==> src/rtl/sp_ram_ctrl_pkg.sv <==
// Shared types, constants and helpers for the single-port RAM port controller.
package sp_ram_ctrl_pkg;

  typedef enum logic {
    CLEAR,
    READY
  } ctrl_state_e;

  // Read data returned for any access outside the RAM window.
  localparam logic [31:0] ERR_RDATA = 32'hBADACCE5;

  // True when base <= addr < base + size; written so base + size may wrap.
  function automatic logic in_window(input logic [31:0] addr,
                                     input logic [31:0] base,
                                     input logic [31:0] size);
    return (addr >= base) && ((addr - base) < size);
  endfunction

endpackage

==> src/rtl/sp_ram_clear_seq.sv <==
// Word counter for the post-reset RAM zeroing sweep, with a last-word flag.
module sp_ram_clear_seq #(
  parameter int unsigned WORDS = 8192,
  parameter int unsigned WAW   = $clog2(WORDS)
) (
  input  logic           clk,
  input  logic           rstn_i,
  input  logic           en,
  output logic [WAW-1:0] word_addr,
  output logic           done
);

  // Advance one word per enabled cycle; reset restarts the sweep at word 0.
  always_ff @(posedge clk or negedge rstn_i) begin
    if (!rstn_i) begin
      word_addr <= '0;
    end else if (en) begin
      word_addr <= word_addr + WAW'(1);
    end
  end

  assign done = en && (word_addr == WAW'(WORDS - 1));

endmodule

==> src/rtl/sp_ram_port_ctrl.sv <==
// Initiator side of the single-port RAM interface: turns req/gnt/rvalid bus
// accesses into RAM strobes, decodes the address window and flags misses.
// Optional build macro SP_RAM_CLEAR_ON_RESET_EN: zero every RAM word after reset
// before granting any request.
module sp_ram_port_ctrl
  import sp_ram_ctrl_pkg::*;
#(
  parameter int unsigned       RAM_SIZE   = 32768,
  parameter int unsigned       DATA_WIDTH = 32,
  parameter int unsigned       BUS_AW     = 32,
  parameter int unsigned       RAM_AW     = $clog2(RAM_SIZE),
  parameter logic [BUS_AW-1:0] BASE_ADDR  = BUS_AW'(32'h0010_0000)
) (
  input  logic                    clk,
  input  logic                    rstn_i,
  input  logic                    data_req_i,
  output logic                    data_gnt_o,
  input  logic [BUS_AW-1:0]       data_addr_i,
  input  logic                    data_we_i,
  input  logic [DATA_WIDTH/8-1:0] data_be_i,
  input  logic [DATA_WIDTH-1:0]   data_wdata_i,
  output logic                    data_rvalid_o,
  output logic [DATA_WIDTH-1:0]   data_rdata_o,
  output logic                    data_err_o,
  output logic                    ram_en_o,
  output logic [RAM_AW-1:0]       ram_addr_o,
  output logic [DATA_WIDTH-1:0]   ram_wdata_o,
  output logic                    ram_we_o,
  output logic [DATA_WIDTH/8-1:0] ram_be_o,
  input  logic [DATA_WIDTH-1:0]   ram_rdata_i
);

  localparam int unsigned BEW = DATA_WIDTH / 8;

  ctrl_state_e           state_q, state_d;
  logic                  in_win;
  logic                  rsp_valid, rsp_we, rsp_err;
  logic [DATA_WIDTH-1:0] rdata_q, rdata_d;

  // Combinational outputs are gated by rstn_i so they sit at reset values
  // while reset is asserted, even with a request held high.
  assign in_win     = in_window(32'(data_addr_i), 32'(BASE_ADDR), 32'(RAM_SIZE));
  assign data_gnt_o = rstn_i && (state_q == READY) && data_req_i;

`ifdef SP_RAM_CLEAR_ON_RESET_EN
  localparam int unsigned WORDS = RAM_SIZE / BEW;
  localparam int unsigned WAW   = $clog2(WORDS);

  logic           clear_en;
  logic [WAW-1:0] clear_word;
  logic           clear_done;

  sp_ram_clear_seq #(
    .WORDS (WORDS),
    .WAW   (WAW)
  ) u_clear_seq (
    .clk       (clk),
    .rstn_i    (rstn_i),
    .en        (clear_en),
    .word_addr (clear_word),
    .done      (clear_done)
  );
`endif

  // State register; with the clear feature the FSM starts in the sweep.
  always_ff @(posedge clk or negedge rstn_i) begin
    if (!rstn_i) begin
`ifdef SP_RAM_CLEAR_ON_RESET_EN
      state_q <= CLEAR;
`else
      state_q <= READY;
`endif
    end else begin
      state_q <= state_d;
    end
  end

  // Next state and RAM strobes, muxed between the clear sweep and the bus path.
  always_comb begin
    state_d     = state_q;
    ram_en_o    = 1'b0;
    ram_we_o    = 1'b0;
    ram_be_o    = '0;
    ram_addr_o  = '0;
    ram_wdata_o = '0;
`ifdef SP_RAM_CLEAR_ON_RESET_EN
    clear_en    = 1'b0;
`endif
    case (state_q)
      CLEAR: begin
`ifdef SP_RAM_CLEAR_ON_RESET_EN
        if (rstn_i) begin
          clear_en   = 1'b1;
          ram_en_o   = 1'b1;
          ram_we_o   = 1'b1;
          ram_be_o   = '1;
          ram_addr_o = RAM_AW'(clear_word) << $clog2(BEW);
          if (clear_done) state_d = READY;
        end
`else
        state_d = READY;
`endif
      end
      READY: begin
        if (data_gnt_o && in_win) begin
          ram_en_o    = 1'b1;
          ram_we_o    = data_we_i;
          ram_be_o    = data_be_i;
          ram_addr_o  = RAM_AW'(data_addr_i - BASE_ADDR);
          ram_wdata_o = data_wdata_i;
        end
      end
      default: state_d = READY;
    endcase
  end

  // Read data shown in the response cycle; otherwise the held value.
  always_comb begin
    rdata_d = rdata_q;
    if (rsp_valid && rsp_err) begin
      rdata_d = DATA_WIDTH'(ERR_RDATA);
    end else if (rsp_valid && !rsp_we) begin
      rdata_d = ram_rdata_i;
    end
  end

  // One-cycle response pipeline and read-data hold register.
  always_ff @(posedge clk or negedge rstn_i) begin
    if (!rstn_i) begin
      rsp_valid <= 1'b0;
      rsp_we    <= 1'b0;
      rsp_err   <= 1'b0;
      rdata_q   <= '0;
    end else begin
      rsp_valid <= data_gnt_o;
      if (data_gnt_o) begin
        rsp_we  <= data_we_i;
        rsp_err <= !in_win;
      end
      rdata_q <= rdata_d;
    end
  end

  assign data_rvalid_o = rsp_valid;
  assign data_err_o    = rsp_valid && rsp_err;
  assign data_rdata_o  = rdata_d;

endmodule

==> config.mk <==
export PLATFORM = sky130hd
export DESIGN_NAME = sp_ram_port_ctrl
export DESIGN_NICKNAME = d
export VERILOG_FILES = /design/src/rtl/sp_ram_ctrl_pkg.sv /design/src/rtl/sp_ram_clear_seq.sv /design/src/rtl/sp_ram_port_ctrl.sv
export SDC_FILE = /design/constraint.sdc
export NUM_CORES = 1
export LEC_CHECK = 0
export BUFFER_PORTS_ARGS = -buffer_cell sky130_fd_sc_hd__buf_4
export CAP_MARGIN = 20
export CORE_ASPECT_RATIO = 1.1
export CORE_MARGIN = 4
export CORE_UTILIZATION = 43
export CTS_BUF_LIST = sky130_fd_sc_hd__clkbuf_8
export DETAILED_ROUTE_END_ITERATION = 6
export MAX_ROUTING_LAYER = met4
export PLACE_DENSITY = 0.89
export SLEW_MARGIN = 20
export SYNTH_ARGS = -nofsm -noshare
export SYNTH_HDL_FRONTEND = slang
export SYNTH_HIERARCHICAL = 1
export SYNTH_SLANG_ARGS = --single-unit
==> constraint.sdc <==
create_clock -name clk -period 3.8 [get_ports clk]
set_clock_uncertainty 0.1 [all_clocks]
set_input_delay 0.38 -clock clk [delete_from_list [all_inputs] [get_ports clk]]
set_output_delay 0.38 -clock clk [all_outputs]
set_load 0.05 [all_outputs]
==> implementation parameters <==
Parameter                              Value

Global routing
  Global-route track usage on met3 ... 7.78%
  Fraction of met2 tracks used by global routing ... 42.3%
  Fraction of met1 tracks used by global routing ... 25.2%
  Vias in the first global route ... 2,412
  Number of antenna violations at the first check in global routing ... 0
  All-layer global routing usage ... 24.1%
  Remaining global-route overflow ... 0
  Maximum number of pins on one net before global-route repair ... 37
  Global-route layer with the greatest usage ... met2
  First-pass GRT wire length ... 12,100 um

Logic synthesis
  Ranking of synthesized cells by instance count ... sky130_fd_sc_hd__nand2_1, sky130_fd_sc_hd__inv_1, sky130_fd_sc_hd__nor3_2
  Number of warnings printed during yosys synthesis ... 6
  Post-Synthesis Mean Instance Area ... 8.28 um2
  Syn_nets ... 377
  Number of synthesized register bits ... 35
  Cell types occupying the most area after synthesis ... sky130_fd_sc_hd__dfrtp_1, sky130_fd_sc_hd__nor3_2, sky130_fd_sc_hd__nand2_1
  Cell area after synthesis ... 2260 um2
  Sequential share of the synthesized area ... 38.7%
  Cell variety after synth ... 24
  Biggest area consumer among synthesized cells ... sky130_fd_sc_hd__dfrtp_1
  Proportion of synthesized flip-flops having asynchronous set or reset ... 100%
  Syn Inst Count ... 273
  Count of flip-flops with a built-in enable after synthesis ... 0
  Dominant cell by count in the synthesized netlist ... sky130_fd_sc_hd__nand2_1
  Top_reg_cell synth ... sky130_fd_sc_hd__dfrtp_1
  Yosys top cell area share ... 38.7%

Placement
  Number of instances in the placed design ... 505
  Half-perimeter wire length after detailed placement ... 6260 um
  Buffers on Ports ... 191
  Gp weighted congestion ... 0.900

Power
  Static leakage ... 1.97 nW
  Maximum VDD drop ... 0.149 mV
  Design Power ... 0.00122 W
  Power per Cell Area ... 318 nW/um2

Detailed routing
  DR pass1 iterations ... 4
  Total number of vias ... 2,492
  Average vias per placed instance ... 4.85
  Routed wire length per instance ... 15.0 um
  Remaining design rule violation count ... 0
  Wirelength, routed ... 7730 um
  Antenna-violating nets left ... 0
  Number of violations reported at the end of detailed-routing iteration 0 ... 104

Clock network
  Number of sinks on the clock net ... 35
  CTS resizes ... 0
  Clock H-tree levels ... 2
  CTS tree ... done
  Worst-Skew Late Latency ... 280 ps
  TritonCTS buffer count ... 5
  Buffer levels on the longest clock path ... 2
  Post-CTS Repair Setup Buffers ... 0
  Count of hold-fix buffers inserted at cts ... 1
  Clock slew at reported path FFs ... 70 ps
  Clock root buffer ... sky130_fd_sc_hd__clkbuf_8

Final layout
  Nets@finish ... 559
  Non-filler instance count after layout ... 514
  Fraction of layout instances using a drive strength above 1 ... 57.2%
  Number of filler instances in the final layout ... 377
  P&R area growth vs syn ... 69.1%
  Area taken by flip-flops and latches ... 876 um2
  Total inserted antenna cells ... 0
  Multi-input gate area in the final layout ... 1080 um2

Setup path
  CP max-delay cell ... sky130_fd_sc_hd__dlygate4sd3_1
  Setup crit end kind ... output port
  Reg2reg path depth ... 3
  Worst setup path class ... input port to output port
  Crit path to ... ram_addr_o[9]
  Reg2Reg Launch Point ... data_rvalid_o$_DFF_PN0_
  Crit path launch ... rstn_i
  Most used cell along the critical path ... sky130_fd_sc_hd__buf_4
  Number of cells on the critical path ... 7
  Cell family contributing the most delay on the critical path ... buffers and inverters
  Critical Path Start Type ... input port
  Data arrival time of the critical path ... 2620 ps
  Required time of the critical path ... 3320 ps
  Worst reg2reg setup slack ... 1950 ps
  Crit Reg-Reg Endpoint ... rdata_q[3]$_DFF_PN0_
  Crit-path cells ... dlygate4sd3_1 > buf_4 > and2_1 > o2111ai_4 > buf_4 > nor3_2 > buf_4
  Delay of the slowest critical-path stage ... 520 ps
  Largest driver fanout on the critical path ... 36
  Buffers & Inverters on Critical Path ... 4

Timing
  Final hold violation count ... 0
  Setup repair after global routing missed its margin ... no
  Worst Tran Pin Value ... 653 ps
  Pins over their slew limit ... 0
  Slew Limit Headroom ... 56.3%
  Share of the cycle needed by the critical path after routing ... 81.6%
  Max frequency ... 323 MHz
  Setup TNS ... 0 ps
  Shortest period the worst path allows ... 3100 ps
  Count of final setup violators ... 0

Die
  Die boundary height ... 84.1 um
  Initial core utilization ... 44.9%
  Site row count ... 27
  Ports placed on the boundary ... 192
  Die span in x ... 77.1 um
  Overall die area ... 6480 um2
  CORE AREA ... 5030 um2

Flow run
  Max-cap check violation count ... 0

Outcome
  Run status ... finished, final reports clean

Hold path
  Path class of the lowest-slack min-delay path ... input port to flip-flop
-- logic make-up after synthesis --
kind of cell    count (synthesis)  synth area share, %
compound gates                 16                 4.93
buf+inv                        74                 14.4
flops                          35                 38.7
mux                             1                0.498
simple gates                  147                 41.5
-- cell usage in the layout (no fill, tap or decap), types with 4 or more instances in the layout --
cell type                  Yosys  routed
sky130_fd_sc_hd__a21oi_1      13      13
sky130_fd_sc_hd__buf_4         0     194
sky130_fd_sc_hd__clkbuf_8      0       5
sky130_fd_sc_hd__dfrtp_1      35      35
sky130_fd_sc_hd__inv_1        53      53
sky130_fd_sc_hd__nand2_1      66      66
sky130_fd_sc_hd__nand3_1      20      19
sky130_fd_sc_hd__nor3_1        4       4
sky130_fd_sc_hd__nor3_2       48      48
-- layer usage --
metal / vias to the layer above / wire, um
li1: 1213 / -
met1: 1127 / 2740
met2: 135 / 4030
met3: 17 / 759
met4: 0 / 203
met5: - / 0
-- cell type report --
cell class | instances | area share (%)
clock buffer | 5 | 1.80
clock inverter | 3 | 1.15
inverter | 53 | 5.20
multi-input combinational | 164 | 28.2
sequential | 35 | 22.9
tap | 58 | 1.90
timing repair buffer | 196 | 38.9
-- worst register-to-register path, stage by stage (launching register included) --
cell and delay (ps):
sky130_fd_sc_hd__dfrtp_1 420, sky130_fd_sc_hd__nand2_1 510, sky130_fd_sc_hd__inv_1 380, sky130_fd_sc_hd__a21oi_1 340
-- state kept, by name (all words and copies together), names as in the netlist --
register	cells
rsp_err	1
data_rvalid_o	1
rsp_we	1
rdata_q	32
-- stage by stage --
stage	util [%]	area (um2)	hold WS, ps	worst slack (ps)
3_5_place_dp	73.5	3700	253	1010
6_report	76.0	3820	225	701
2_1_floorplan	-	2260	-15.6	1140
4_1_cts	75.9	3820	223	661
3_3_place_gp	73.5	3700	252	1090
5_1_grt	76.0	3820	232	495
-- worst min path at each step --
stage / slack (ps) / cells after the start / start / to
finish: 220 / 3 / ram_rdata_i[7] / rdata_q[7]$_DFF_PN0_
global route: 230 / 3 / ram_rdata_i[7] / rdata_q[7]$_DFF_PN0_
CTS: 220 / 3 / ram_rdata_i[7] / rdata_q[7]$_DFF_PN0_
detailed placement: 250 / 1 / rstn_i / rdata_q[19]$_DFF_PN0_
global placement: 250 / 1 / rstn_i / rdata_q[19]$_DFF_PN0_
floorplan: -20 / 0 / rstn_i / data_rvalid_o$_DFF_PN0_
-- power by group --
| part | internal (W) | switching (W) |
|---|---|---|
| Sequential | 0.000418 | 0.0000138 |
| Clock | 0.000195 | 0.000139 |
| Combinational | 0.000162 | 0.000289 |
Power figures use the tool's default switching activity.
